[src/rtl/stdio_pkg.sv]
// Shared definitions for the stdout print path.
// Holds the ASCII control characters, the characters-per-word count, the
// nibble-to-ASCII helper and the FSM state types for the word sequencer and the
// UART byte transmitter.
package stdio_pkg;

    localparam logic [7:0]  ASCII_CR       = 8'h0D;
    localparam logic [7:0]  ASCII_LF       = 8'h0A;
    localparam int unsigned CHARS_PER_WORD = 6;

    typedef enum logic [1:0] {
        TxIdle,
        TxStart,
        TxData,
        TxStop
    } tx_state_e;

    typedef enum logic {
        WordIdle,
        WordSend
    } word_state_e;

    // Uppercase hex digit for one nibble.
    function automatic logic [7:0] hex_to_ascii(input logic [3:0] nib);
        if (nib < 4'd10) begin
            return 8'h30 + {4'h0, nib};
        end else begin
            return 8'h37 + {4'h0, nib};  // 8'h37 + 10 = 'A'
        end
    endfunction

endpackage

[src/rtl/uart_tx_byte.sv]
// 8N1 UART byte transmitter.
// Ports:
//   clk_i   system clock
//   rst_i   synchronous active-high reset
//   val_i   byte valid
//   data_i  byte to send, LSB first
//   rdy_o   byte accepted on a clock edge where val_i && rdy_o
//   tx_o    serial line, idle high
// rdy_o also rises in the last cycle of a stop bit, so a byte offered then
// starts with no idle gap between characters.
module uart_tx_byte
    import stdio_pkg::*;
#(
    parameter int unsigned CLKS_PER_BIT = 434
) (
    input  logic       clk_i,
    input  logic       rst_i,
    input  logic       val_i,
    input  logic [7:0] data_i,
    output logic       rdy_o,
    output logic       tx_o
);

    localparam int unsigned     CntW    = (CLKS_PER_BIT > 1) ? $clog2(CLKS_PER_BIT) : 1;
    localparam logic [CntW-1:0] BaudMax = CntW'(CLKS_PER_BIT - 1);

    tx_state_e       state_q, state_d;
    logic [CntW-1:0] cnt_q, cnt_d;
    logic [2:0]      bit_q, bit_d;
    logic [7:0]      shift_q, shift_d;
    logic            tx_q, tx_d;
    logic            baud_wrap;

    assign baud_wrap = (cnt_q == BaudMax);
    assign tx_o      = tx_q;

    always_comb begin
        state_d = state_q;
        cnt_d   = baud_wrap ? '0 : cnt_q + 1'b1;
        bit_d   = bit_q;
        shift_d = shift_q;
        tx_d    = tx_q;
        rdy_o   = 1'b0;

        unique case (state_q)
            TxIdle: begin
                cnt_d = '0;
                rdy_o = !rst_i;
            end
            TxStart: begin
                if (baud_wrap) begin
                    state_d = TxData;
                    bit_d   = 3'd0;
                    tx_d    = shift_q[0];
                end
            end
            TxData: begin
                if (baud_wrap) begin
                    if (bit_q == 3'd7) begin
                        state_d = TxStop;
                        tx_d    = 1'b1;
                    end else begin
                        bit_d   = bit_q + 3'd1;
                        shift_d = {1'b0, shift_q[7:1]};
                        tx_d    = shift_q[1];
                    end
                end
            end
            TxStop: begin
                if (baud_wrap) begin
                    state_d = TxIdle;
                    rdy_o   = !rst_i;
                end
            end
            default: state_d = TxIdle;
        endcase

        if (val_i && rdy_o) begin
            state_d = TxStart;
            shift_d = data_i;
            tx_d    = 1'b0;
            cnt_d   = '0;
            bit_d   = 3'd0;
        end
    end

    always_ff @(posedge clk_i) begin
        if (rst_i) begin
            state_q <= TxIdle;
            cnt_q   <= '0;
            bit_q   <= 3'd0;
            shift_q <= 8'h00;
            tx_q    <= 1'b1;
        end else begin
            state_q <= state_d;
            cnt_q   <= cnt_d;
            bit_q   <= bit_d;
            shift_q <= shift_d;
            tx_q    <= tx_d;
        end
    end

endmodule

[src/rtl/stdout_uart_tx.sv]
// Prints each 16-bit stdout word as four uppercase hex digits plus CR LF on
// an 8N1 UART line.
// Ports:
//   clk_i          system clock
//   rst_i          synchronous active-high reset
//   stdout_val_i   word valid from the core
//   stdout_data_i  word to print
//   stdout_rdy_o   ready to accept a word (only while idle and out of reset)
//   uart_tx_o      serial line, idle high
//   busy_o         registered, high while a word is being sent
module stdout_uart_tx
    import stdio_pkg::*;
#(
    parameter int unsigned CLKS_PER_BIT = 434
) (
    input  logic        clk_i,
    input  logic        rst_i,
    input  logic        stdout_val_i,
    input  logic [15:0] stdout_data_i,
    output logic        stdout_rdy_o,
    output logic        uart_tx_o,
    output logic        busy_o
);

    if (CLKS_PER_BIT < 2) begin : g_bad_clks_per_bit
        $error("stdout_uart_tx: CLKS_PER_BIT must be 2 or more");
    end

    localparam logic [2:0] LastChar = 3'(CHARS_PER_WORD - 1);

    word_state_e state_q, state_d;
    logic [2:0]  char_q, char_d;
    logic [15:0] hold_q, hold_d;
    logic        busy_q;
    logic        byte_val;
    logic        byte_rdy;
    logic [7:0]  byte_data;

    function automatic logic [7:0] char_at(input logic [15:0] w, input logic [2:0] idx);
        unique case (idx)
            3'd0:    return hex_to_ascii(w[15:12]);
            3'd1:    return hex_to_ascii(w[11:8]);
            3'd2:    return hex_to_ascii(w[7:4]);
            3'd3:    return hex_to_ascii(w[3:0]);
            3'd4:    return ASCII_CR;
            default: return ASCII_LF;
        endcase
    endfunction

    always_comb begin
        state_d      = state_q;
        char_d       = char_q;
        hold_d       = hold_q;
        byte_val     = 1'b0;
        byte_data    = char_at(hold_q, char_q + 3'd1);
        stdout_rdy_o = (state_q == WordIdle) && !rst_i;

        unique case (state_q)
            WordIdle: begin
                // Char 0 comes straight from the input so the start bit
                // leaves on the acceptance edge itself.
                if (stdout_val_i && stdout_rdy_o) begin
                    byte_val  = 1'b1;
                    byte_data = hex_to_ascii(stdout_data_i[15:12]);
                    hold_d    = stdout_data_i;
                    char_d    = 3'd0;
                    state_d   = WordSend;
                end
            end
            WordSend: begin
                if (byte_rdy) begin
                    if (char_q == LastChar) begin
                        state_d = WordIdle;
                    end else begin
                        byte_val = 1'b1;
                        char_d   = char_q + 3'd1;
                    end
                end
            end
            default: state_d = WordIdle;
        endcase
    end

    always_ff @(posedge clk_i) begin
        if (rst_i) begin
            state_q <= WordIdle;
            char_q  <= 3'd0;
            hold_q  <= 16'h0000;
            busy_q  <= 1'b0;
        end else begin
            state_q <= state_d;
            char_q  <= char_d;
            hold_q  <= hold_d;
            busy_q  <= (state_d != WordIdle);
        end
    end

    assign busy_o = busy_q;

    uart_tx_byte #(
        .CLKS_PER_BIT(CLKS_PER_BIT)
    ) u_tx_byte (
        .clk_i (clk_i),
        .rst_i (rst_i),
        .val_i (byte_val),
        .data_i(byte_data),
        .rdy_o (byte_rdy),
        .tx_o  (uart_tx_o)
    );

endmodule

[config.mk]
export PLATFORM = sky130hd
export DESIGN_NAME = stdout_uart_tx
export DESIGN_NICKNAME = d
export VERILOG_FILES = /design/src/rtl/stdio_pkg.sv /design/src/rtl/uart_tx_byte.sv /design/src/rtl/stdout_uart_tx.sv
export SDC_FILE = /design/constraint.sdc
export NUM_CORES = 1
export LEC_CHECK = 0
export BUFFER_PORTS_ARGS = -buffer_cell sky130_fd_sc_hd__buf_2
export CAP_MARGIN = 10
export CORE_MARGIN = 5
export CORE_UTILIZATION = 55
export CTS_CLUSTER_SIZE = 30
export DETAILED_ROUTE_END_ITERATION = 10
export GPL_TIMING_DRIVEN = 0
export PLACE_DENSITY = 0.81
export REMOVE_ABC_BUFFERS = 1
export SYNTH_ARGS = -nofsm -noshare
export SYNTH_HDL_FRONTEND = slang
export SYNTH_HIERARCHICAL = 1
export SYNTH_SLANG_ARGS = --single-unit
[constraint.sdc]
create_clock -name clk_i -period 3.4 [get_ports clk_i]
set_input_delay 0.51 -clock clk_i [delete_from_list [all_inputs] [get_ports clk_i]]
set_output_delay 0.51 -clock clk_i [all_outputs]
set_load 0.03 [all_outputs]
---- Yosys cells after proc, flatten, opt, wreduce, memory -nomap -nowiden ----
Index checks and enable logic that the tools add are counted.
word-level totals
  register bits after elaboration ......... 43
  output and inout port bits .............. 3
  word-level logic and storage cells ...... 111
operators by class
  add/subtract/negate cells ............... 13
  $lt $le $gt $ge ......................... 5
  equality and inequality tests ........... 23
  multiplexer cells ....................... 39
  bitwise logic cells ..................... 1
  reduce and logical (&&, ||, !) cells .... 21
operator list
  cell                 number
  $add 6x4->7 const A  10
  $mux 8               6
  $pmux 8 s5           1
  $mux 7               5
  $lt 4x4->1 const B   5
  $mux 3               6
  $ne 2x1->1 const B   6
  $ne 3x1->1 const B   4
  $pmux 3 s2           2
  $mux 1               10
  $reduce_and 5->1     2
  $add 9x1->9 const B  1
  $eq 3x3->1 const B   3
  $eq 9x9->1 const B   1
  $reduce_and 3->1     3
  $mux 2               4
  $pmux 1 s2           4
  $add 3x1->3 const B  2
  $eq 3x2->1 const B   2
  $ne 2x2->1 const B   3
  $pmux 2 s3           1
  $reduce_bool 2->1    3
  $reduce_bool 3->1    2
  $eq 2x2->1 const B   2
  12 further kinds     14

---- Longest topological paths before layout ----
Gate-level depths: netlist of run 1.
  depth in word-level cells ............... 8
  gate-level depth with buffers ........... 13
  depth with buffers taken out ............ 12

---- Cells and area by module ----
Netlist of run 1, hierarchy kept.
modules (own cells, without submodules)
  module          times used  cells each  area each (um^2)  seq. area each (um^2)
  stdout_uart_tx  1           210         1493.9            400.4
  uart_tx_byte    1           140         1201.2            460.4

---- Worst setup path before layout of run 1 ----
Ideal clock, no wire load.
  kind .................................... flip-flop to flip-flop
  from .................................... register u_tx_byte.cnt_q[2]
  to ...................................... register u_tx_byte.tx_q (netlist: u_tx_byte/tx_o)
  data arrival time ....................... 2.552 ns
  required time ........................... 3.275 ns
  path slack .............................. 0.723 ns
  cell stages (with the launch flop) ...... 13
  path buffers ............................ 2
  period minus slack after synthesis ...... 2.677 ns
  cell sequence ........................... dfxtp_1 > or4b_1 > buf_2 > nor2_1 > a21oi_1 > nor3_1 > a31oi_1 > inv_2 > o21ai_1 > or3_1 > clkbuf_1 > nor2_1 > o21ai_1
between the ends
  word-level cells in the longest chain between the ends .. 8
  elaborated cells between the ends (all ways) .. 11
  those cells by class .................... 3 x eq/ne; 5 x mux; 3 x reduce/logical
RTL lines
  what                                                              RTL line              text
  start: declaration                                                uart_tx_byte.sv:28    logic [CntW-1:0] cnt_q, cnt_d;
  start signal: assignment                                          uart_tx_byte.sv:96    cnt_q <= cnt_d;
  $eq 9x9->1 *                                                      uart_tx_byte.sv:34    assign baud_wrap = (cnt_q == BaudMax);
  $mux 1 *                                                          uart_tx_byte.sv:70    if (baud_wrap) begin
  $pmux 1 s2 *                                                      uart_tx_byte.sv:45    unique case (state_q)
  net byte_rdy                                                      stdout_uart_tx.sv:36  logic byte_rdy;
  $mux 1 *                                                          stdout_uart_tx.sv:71  if (byte_rdy) begin
  $pmux 1 s2 *                                                      stdout_uart_tx.sv:58  unique case (state_q)
  net byte_val                                                      stdout_uart_tx.sv:35  logic byte_val;
  $logic_and 1x1->1 *                                               uart_tx_byte.sv:78    if (val_i && rdy_o) begin
  $ne 3x1->1 (no line) / $reduce_bool 3->1 (equally long branches)  -
  $reduce_and 3->1 (no line)                                        -
  end signal: assignment                                            uart_tx_byte.sv:99    tx_q <= tx_d;
  end: declaration                                                  uart_tx_byte.sv:31    logic tx_q, tx_d;
Mark *: on every way through the listed nets, which the timed path passes. The rest lies on a longest branch.
A chain may end at the register's enable or synchronous reset.

---- Worst setup path in the final report of run 1 ----
  from .................................... register u_tx_byte.cnt_q[2]
  to ...................................... register u_tx_byte.shift_q[5]
between the ends
  word-level cells in the longest chain between the ends .. 8
  elaborated cells between the ends (all ways) .. 11
  those cells by class .................... 2 x eq/ne; 5 x mux; 4 x reduce/logical
RTL lines
  what                                                              RTL line              text
  $eq 9x9->1 *                                                      uart_tx_byte.sv:34
  $mux 1 *                                                          uart_tx_byte.sv:70
  $pmux 1 s2 *                                                      uart_tx_byte.sv:45
  net byte_rdy                                                      stdout_uart_tx.sv:36
  $mux 1 *                                                          stdout_uart_tx.sv:71
  $pmux 1 s2 *                                                      stdout_uart_tx.sv:58
  net byte_val                                                      stdout_uart_tx.sv:35
  $logic_and 1x1->1 *                                               uart_tx_byte.sv:78
  $ne 2x2->1 (no line) / $reduce_bool 2->1 (equally long branches)  -
  $reduce_and 3->1 (no line)                                        -
  end signal: assignment                                            uart_tx_byte.sv:98    shift_q <= shift_d;
  end: declaration                                                  uart_tx_byte.sv:30    logic [7:0] shift_q, shift_d;
Marked as above.

==> results of run 1 <==
## logic make-up (layout without fill, tap and decap cells)
logic type | count (synthesis) | after routing | synth area share (%)
AO/OA/AOI/OAI | 100 | 100 | 23.4
flip-flops | 43 | 43 | 31.9
AND/OR/NAND/NOR | 131 | 131 | 24.2
buffers and inverters | 41 | 55 | 6.17
XOR/XNOR | 13 | 13 | 4.50
other | 1 | 1 | 0.139
adder cells (fa/ha/maj) | 19 | 19 | 8.82
multiplexers | 2 | 2 | 0.743
## flip-flops by register name (all words and copies together), names as in the netlist
| register | cells |
|---|---|
| busy_o | 1 |
| u_tx_byte/bit_q | 3 |
| u_tx_byte/cnt_q | 9 |
| u_tx_byte/tx_o | 1 |
| char_q | 3 |
| u_tx_byte/shift_q | 8 |
| u_tx_byte/state_q | 2 |
| hold_q | 16 |
## layer usage
metal  track usage, %  up-vias  wire length (µm)  share of wire [%]
li1                 -     1263                 -                  -
met1             26.7     1079              2920                 52
met2             29.2       41              2480                 44
met3             4.06        2               216                3.8
met4             5.07        0                22               0.39
met5                0        -                 0                  0
## power by group through the flow
stage	sequential, µW	clock [µW]	combinational (µW)
final	604	402	323
after global routing	615	433	365
after CTS	603	412	317
after global placement	612	0	307
after detailed placement	614	0	316
after floorplan	611	0	231
## area by class of cell
type / instances / area [µm²]
repair buffers: 21 / 105
clock inverters: 3 / 43.8
multi-input cells: 266 / 1680
flip-flops and latches: 43 / 861
fillers: 437 / 1820
inverters: 26 / 97.6
well taps: 67 / 83.8
clock buffers: 5 / 68.8
## worst reg2reg max path, delay by kind of cell, from the launching register on
family / cells / cell delay, ps
and+or+nand+nor: 5 / 1980
AOI/OAI and AO/OA: 4 / 560
DFF: 1 / 370
buffers and inverters: 1 / 130
## final timing paths
path	from	end	cells past startpoint
hold / removal	stdout_data_i[11]	hold_q[11]$_SDFFE_PP0P_	3
hold reg to reg	hold_q[12]$_SDFFE_PP0P_	hold_q[12]$_SDFFE_PP0P_	2
setup reg to reg	u_tx_byte/cnt_q[2]$_SDFF_PP0_	u_tx_byte/shift_q[5]$_SDFFE_PP0P_	10
setup / recovery	u_tx_byte/cnt_q[2]$_SDFF_PP0_	u_tx_byte/shift_q[5]$_SDFFE_PP0P_	10
## layout by cell type, fill, tap and decap left out, types with 2 or more instances in the layout
cell / n
ha_1: 19
xor2_1: 2
and3_1: 3
nand2b_1: 8
o22ai_1: 4
nand2_1: 58
nor3_1: 9
xnor2_1: 10
a21oi_2: 2
a31oi_1: 12
nand4_1: 2
nor2_1: 22
nor2b_1: 4
o21ai_0: 6
clkbuf_8: 5
buf_2: 21
a21oi_1: 26
mux2i_1: 2
a22oi_1: 4
o221ai_1: 3
dfxtp_1: 43
and4b_1: 2
o31ai_1: 15
inv_1: 24
o21ai_2: 2
o21ai_1: 16
a211oi_1: 2
a22o_1: 3
nor3_2: 2
nand3_1: 6
## per-stage QoR
step                worst slack (ps)  util (%)  cells  hold slack, ps  instance area [µm²]
floorplan                        650         -    335             430                 2630
global placement                67.0      59.2    423             447                 2820
detailed placement              40.3      59.2    423             460                 2820
CTS                              180      61.6    431             401                 2930
global route                    43.6      61.7    431             398                 2940
finish                           290      61.7    431             402                 2940
==> metrics.txt, run 1 <==
status completed; slew margin rel. approximately a quarter; Die Height 80 µm; sequential power share 45.4%; power density over cell area approximately 450 mW/mm²; worst path buffer plus inverter count 1; RSZ-0062 raised after global routing no; DR vias/cell between 5 and 6; FF+latch count, synth 43; drt initial violations 244; Yosys top cell area share 31.9%; Total GRT Usage about a fifth; warning count from the yosys run 6; final wirelength 5.64 mm; reg2reg setup slack roughly 290 ps; Avg WL per Cell 13.1 µm; Pwr Total 1330 µW; CTS sink cnt 43; Psw 435 µW; crit path cell chain or4b_1, nor2_1, a21oi_1, nor3_2, a31oi_1, inv_2, o21ai_1, or3_1, or2_1, a31oi_1; ys flop type dfxtp_1; vias in the first global route 2188; FP Rows 25; min Tclk post-route about 3100 ps; Post-synth top cells nand2_1 (58), dfxtp_1 (43), a21oi_1 (26); Worst Path Max Fanout 11; antenna diode count 0; Die Area 0.00640 mm²; leakage power about 0.0011 µW; Seq/Total Area, Yosys 31.9%; # DRC 0; # resized after CTS 0; Mean Syn Cell Area around 7.7 µm²; Crit. End Element flop; fmax around 320 MHz; largest net degree at the start of global routing 33; Post-CTS Setup Inserts 0; Vias 2385; Pre-Repair DR Iteration Count 5; initial antenna violation count 0; P&R area growth vs syn 8.91%; ys async rst share 0%; switch share 32.7%; Worst-Skew Late Latency 290 ps; Combinational Power Share 24.3%; CTS clk-pin slew, worst paths 90 ps; most frequent cell after synthesis nand2_1; Die W 80 µm; initial core utilization 56.7%; Final Skew 4.92 ps; total CTS buffers 5; Port-buffer cells 21; worst min path class in -> reg; maximum vdd drop ~0.25 mV; IO Count 22; GRT overflow 0; Slew Viols, Final 0; critical path arrival about 3300 ps; Critical Path Source Type flop; Tightest Pin Transition 1120 ps; Final TNS setup 0 ps; maxcap violations 0; global-route wire length before repair 9.82 mm; Area contributors post-synth dfxtp_1 (32%), ha_1 (8.8%), nand2_1 (8.1%); H-tree depth 2; CTS tree built; Detailed Place HPWL 4.06 mm; Slowest-stage cell, CP or4b_1; core outline area 0.00475 mm²; area of the mapped netlist 0.00270 mm²; Post-Syn Instances 350; Final Setup Violations 0; clock power share 30.2%; critical path class reg -> reg; CTS root buffer clkbuf_8; Netlist cell types 53; CP top delay family simple AND/OR/NAND/NOR gates; share of cells above drive strength 1 between 10 and 15%; largest area contributor in the netlist dfxtp_1; Final GP Congestion between 0.8 and 0.9; Post-CTS Hold Buffers 0; WP data required about 3600 ps; post-route ant nets 0; period utilisation layout 91.5%; Clock Path Buffers 2; NumNets Final 401; Post-synth EDFFs 0; Final Hold Fails 0; Pint a little under 900 µW; critical path's largest stage delay ~700 ps; Top cell by count, worst path a31oi_1
(Power assumes the default switching activity.)
==> run 2: changes to the inputs <==
clock period = 3.2 ns   (was 3.4 ns; I/O delays follow)
==> run 2 against run 1 <==
Utilization is 0.50 points higher. Maximum frequency is 4.8% higher. Clock power is 6.7% higher. Setup slack worse by 59 ps. Sequential share of layout area is 0.24 points lower. Power is 6.8% higher. Clock-buffer cell count stayed put.
==> metrics.txt, run 2 (synthesis gave the netlist of run 1 again) <==
Avg WL per Cell 13.5 µm; commonest cells after routing, fill and taps aside nand2_1 (58), dfxtp_1 (43), a21oi_1 (26); vias in the first global route 2188; H-tree depth 2; post-route ant nets 0; Port-buffer cells 21; Crit. End Element flop; Slowest-stage cell, CP or4b_4; critical path arrival 3190 ps; Critical Path Source Type flop; final std cells w/o fill 433; Final Skew 3.93 ps; antenna diode count 0; placed inst area 0.00282 mm²; Die Area roughly 0.0064 mm²; CP top delay family simple AND/OR/NAND/NOR gates; total CTS buffers 5; Fill cells roughly 430; Die Height 80 µm; Critical Path Start u_tx_byte/cnt_q[2]$_SDFF_PP0_; DR vias/cell 5.69; P&R area growth vs syn 9.80%; worst min path class in -> reg; critical path's largest stage delay 620 ps; maximum vdd drop approximately 0.27 mV; initial core utilization 56.7%; Slew Viols, Final 0; maxcap violations 0; FP Rows 25; Vias 2463; Pre-Repair DR Iteration Count 7; WP data required 3420 ps; power density over cell area 480 mW/mm²; initial antenna violation count 0; drt initial violations 200; Final TNS setup 0 ps; NumNets Final between 400 and 500; most common cell after layout, fill and taps aside nand2_1; period utilisation layout between 90% and 100%; placed cells 423; Final Hold Fails 0; Final Setup Violations 0; CTS root buffer clkbuf_8; Top cell by count, worst path a31oi_1; min Tclk post-route 2970 ps; max FFs per register 16; Largest Register hold_q; Die W 80 µm; crit path cell chain or4b_4, nor2_1, a21oi_1, nor3_2, a31oi_1, inv_2, o21ai_1, or3_1, or2_1, a31oi_1; Min Hold Slack between 300 and 400 ps; critical path class reg -> reg; largest net degree at the start of global routing 33; fmax 337 MHz; CTS tree built; final wirelength 5.83 mm; # DRC 0; GRT overflow 0; Tightest Pin Transition 924 ps; global-route wire length before repair just under 10 mm; IO Count 22; Detailed Place HPWL around 4.1 mm; Worst Path Max Fanout 11; Final GP Congestion 0.896; CTS clk-pin slew, worst paths 90 ps; status completed; CTS sink cnt 43; HP Start stdout_data_i[9]; Total GRT Usage 19.0%; Clock Path Buffers 2; leakage power ~0.0011 µW; worst path buffer plus inverter count 1; Design Area, Final between 0.002 and 0.003 mm²; Worst-Skew Late Latency roughly 300 ps; core outline area 0.00475 mm²; Largest regs hold_q x16, u_tx_byte/cnt_q x9, u_tx_byte/shift_q x8; share of cells above drive strength 1 11.7%; worst reg2reg path startpoint u_tx_byte/cnt_q[2]$_SDFF_PP0_; RSZ-0062 raised after global routing no; Pwr Total 1420 µW; slew margin rel. 38.1%
run 2: changes by cell type in the layout (fill, tap and decap cells not counted), sizes merged:
cell and change:
nor3b +1, buf +1
run 2: final cells by class:
type                    count  area [µm²]  area share [%]
multi-input cells         267        1690            57.2
flip-flops and latches     43         861            29.1
repair buffers             22         113            3.81
inverters                  26        97.6            3.30
well taps                  67        83.8            2.83
clock buffers               5        68.8            2.33
clock inverters             3        43.8            1.48
run 2: worst paths after layout:
| kind | cells after the start | to | slack [ps] |
|---|---|---|---|
| worst min register to register | 2 | hold_q[12]$_SDFFE_PP0P_ | 480 |
| worst min-delay path | 3 | hold_q[9]$_SDFFE_PP0P_ | 370 |
| worst max register to register | 10 | u_tx_byte/shift_q[5]$_SDFFE_PP0P_ | 230 |
| worst max-delay path | 10 | u_tx_byte/shift_q[5]$_SDFFE_PP0P_ | 230 |
run 2: per-layer routing:
metal | GRT usage (%) | wire [µm] | vias up
met5 | 0 | 0 | -
met4 | 5.07 | 48 | 0
met3 | 4.06 | 228 | 6
met2 | 29.2 | 2640 | 58
met1 | 26.7 | 2920 | 1127
li1 | - | - | 1272
run 2: what timing repair did:
| action | in CTS | in global routing |
|---|---|---|
| hold buffers | 0 | 0 |
| pin swaps | 0 | 1 |
| endpoints found under the hold margin | 0 | 0 |
| endpoints found under the setup margin | 2 | 13 |
| cloned | 0 | 1 |
| setup buffers | 0 | 1 |
| gates resized for setup | 1 | 2 |
run 2: metrics by stage:
| step | setup slack (ps) | utilization [%] |
|---|---|---|
| final | 231 | 62.2 |
| after global routing | 0.473 | 62.2 |
| after CTS | 110 | 61.7 |
| after detailed placement | -130 | 59.2 |
| after global placement | -103 | 59.2 |
| after floorplan | 450 | - |
run 2: where the power goes:
| part | leakage, µW | internal (µW) | switching, µW |
|---|---|---|---|
| sequential | 0.000351 | 589 | 53.4 |
| clock | 0.0000581 | 233 | 197 |
| combinational | 0.000657 | 130 | 219 |
run 2: worst reg2reg max path, cell delays in order, from the launching register on:
cell and delay, ps:
dfxtp_1 370, or4b_4 620, nor2_1 160, a21oi_1 100
nor3_2 210, a31oi_1 210, inv_2 110, o21ai_1 60
or3_1 480, or2_1 390, a31oi_1 190
==> run 3: changes to the inputs <==
CORE_UTILIZATION = 56   (was 55)
PLACE_DENSITY = 0.82   (was 0.81)
==> run 3 against run 2 <==
Sequential power about the same. Setup slack improved by 91 ps. Critical endpoint is now u_tx_byte/shift_q[6]$_SDFFE_PP0P_. Non-clock buffer count decreased by 1. Largest cell class unchanged. Via count decreased by 1.3%.
==> metrics.txt, run 3 (synthesis gave the netlist of run 1 again) <==
Final Hold Fails 0; Die Height 79.4 µm; power density over cell area 460 mW/mm²; met3 track utilization from global routing 4.29%; critical path's largest stage delay 700 ps; placed inst area 0.00280 mm²; met2 Track Usage GR 31.2%; Largest Register hold_q; Detailed Place HPWL 3.97 mm; GRT overflow 0; HP Start stdout_data_i[5]; Total GRT Usage 19.4%; worst reg2reg path startpoint u_tx_byte/cnt_q[2]$_SDFF_PP0_; worst min path class in -> reg; RSZ-0062 raised after global routing no; CTS sink cnt between 40 and 50; Pint 875 µW; CTS tree built; max FFs per register 16; H-tree depth 2; switch share 34.4%; hold worst-path end hold_q[5]$_SDFFE_PP0P_; post-route ant nets 0; Pre-Repair DR Iteration Count 4; CTS root buffer clkbuf_8; status completed; Design Area, Final 0.00290 mm²; slew margin rel. 25.4%; leakage power 0.00104 µW; Final GP Congestion 0.902; WP data required 3420 ps; Final WS setup 322 ps; Critical Path Source Type flop; Reg-to-Reg End u_tx_byte/shift_q[6]$_SDFFE_PP0P_; Top cell by count, worst path a31oi_1; drt initial violations 211; P&R area growth vs syn 7.57%; # DRC 0; IO Count 22; Hold Crit Depth 3; maximum vdd drop 0.322 mV; total CTS buffers 5; core outline area roughly 0.0047 mm²; Die W around 80 µm; antenna diode count 0; most common cell after layout, fill and taps aside nand2_1; DR vias/cell 5.82; Vias 2431; sequential power share 48.1%; reg2reg setup slack 320 ps; largest net degree at the start of global routing 33; clock power share ~26%; Post-CTS Hold Buffers 0; initial core utilization 57.4%; Worst Path Max Fanout 11; maxcap violations 0; grt met1 use between 20% and 30%; final std cells w/o fill roughly 420; critical path arrival 3100 ps; NumNets Final 401; vias in the first global route 2262; Placement Setup Slack -86.9 ps; initial antenna violation count 0; Final Skew 8.94 ps; share of cells above drive strength 1 11.3%; CP top delay family simple AND/OR/NAND/NOR gates; Tightest Pin Transition 1120 ps; Fill cells 435; min Tclk post-route 2880 ps; Psw 460 µW; Combinational Power Share 26.2%; R2R cell count 10; worst path buffer plus inverter count 1; post-layout util 61.8%; Port-buffer cells 21; Crit. End Element flop; period utilisation layout 89.9%; busiest layer in global routing met2; Final TNS setup 0 ps; final wirelength 5.61 mm; placed cells 410; Final Setup Violations 0; fmax 348 MHz; Die Area approximately 0.0063 mm²; critical path class reg -> reg; crit path cell chain or4b_1, nor2_1, a21oi_1, nor3_2, a31oi_1, inv_2, o21ai_1, or3_4, or2_4, a31oi_1; Worst-Skew Late Latency 300 ps; CTS clk-pin slew, worst paths 80 ps; Slew Viols, Final 0; Clock Path Buffers 2; FP Rows 25; commonest cells after routing, fill and taps aside nand2_1 (58), dfxtp_1 (43), a21oi_1 (26); Avg WL per Cell 13.4 µm; Slowest-stage cell, CP or4b_1; global-route wire length before repair 9.96 mm; Largest regs hold_q x16, u_tx_byte/cnt_q x9, u_tx_byte/shift_q x8
[run 3: per-layer routing]
layer	wire [µm]	vias to the layer above
met1	2870	1114
met5	0	-
met4	66	0
li1	-	1263
met2	2450	47
met3	230	7
[run 3: worst max path at each step]
| stage | cells past startpoint | slack, ps | from | end |
|---|---|---|---|---|
| 2_1_floorplan | 10 | 450 | u_tx_byte/cnt_q[2]$_SDFF_PP0_ | u_tx_byte/shift_q[0]$_SDFFE_PP0P_ |
| 3_3_place_gp | 8 | -80 | rst_i | u_tx_byte/shift_q[6]$_SDFFE_PP0P_ |
| 3_5_place_dp | 8 | -90 | rst_i | u_tx_byte/shift_q[6]$_SDFFE_PP0P_ |
| 4_1_cts | 10 | 2 | u_tx_byte/cnt_q[2]$_SDFF_PP0_ | u_tx_byte/shift_q[6]$_SDFFE_PP0P_ |
| 5_1_grt | 10 | 90 | u_tx_byte/cnt_q[2]$_SDFF_PP0_ | u_tx_byte/shift_q[2]$_SDFFE_PP0P_ |
| 6_report | 10 | 320 | u_tx_byte/cnt_q[2]$_SDFF_PP0_ | u_tx_byte/shift_q[6]$_SDFFE_PP0P_ |
[run 3: timing repair]
item	CTS	global route
setup endpoints to repair	0	14
resized for setup	0	4
buffers inserted	0	0
[run 3: power by group through the flow]
| stage | Sequential [µW] | Combinational, µW | Clock [µW] |
|---|---|---|---|
| 3_5_place_dp | 653 | 334 | 0 |
| 3_3_place_gp | 650 | 326 | 0 |
| 5_1_grt | 652 | 395 | 377 |
| 6_report | 642 | 350 | 344 |
| 2_1_floorplan | 650 | 245 | 0 |
| 4_1_cts | 641 | 338 | 354 |
[run 3: cell type report]
type                       count  area [µm²]  share of cell area [%]
sequential                    43         861                    29.7
inverter                      26        97.6                    3.37
multi-input combinational    266        1680                    58.0
tap                           54        67.6                    2.33
clock buffer                   6        72.6                    2.50
timing repair buffer          21         105                    3.63
clock inverter                 2        12.5                   0.432
[run 3: worst register-to-register path, cell delays in order, from the launching register on]
cell and delay, ps:
dfxtp_1 360, or4b_1 700, nor2_1 190, a21oi_1 100, nor3_2 220, a31oi_1 210, inv_2 120, o21ai_1 60
or3_4 400, or2_4 300, a31oi_1 140
[run 3: through the flow]
step / hold slack, ps / total power [µW]
finish: 373 / 1330
global route: 369 / 1420
CTS: 369 / 1330
detailed placement: 450 / 987
global placement: 446 / 976
floorplan: 430 / 895
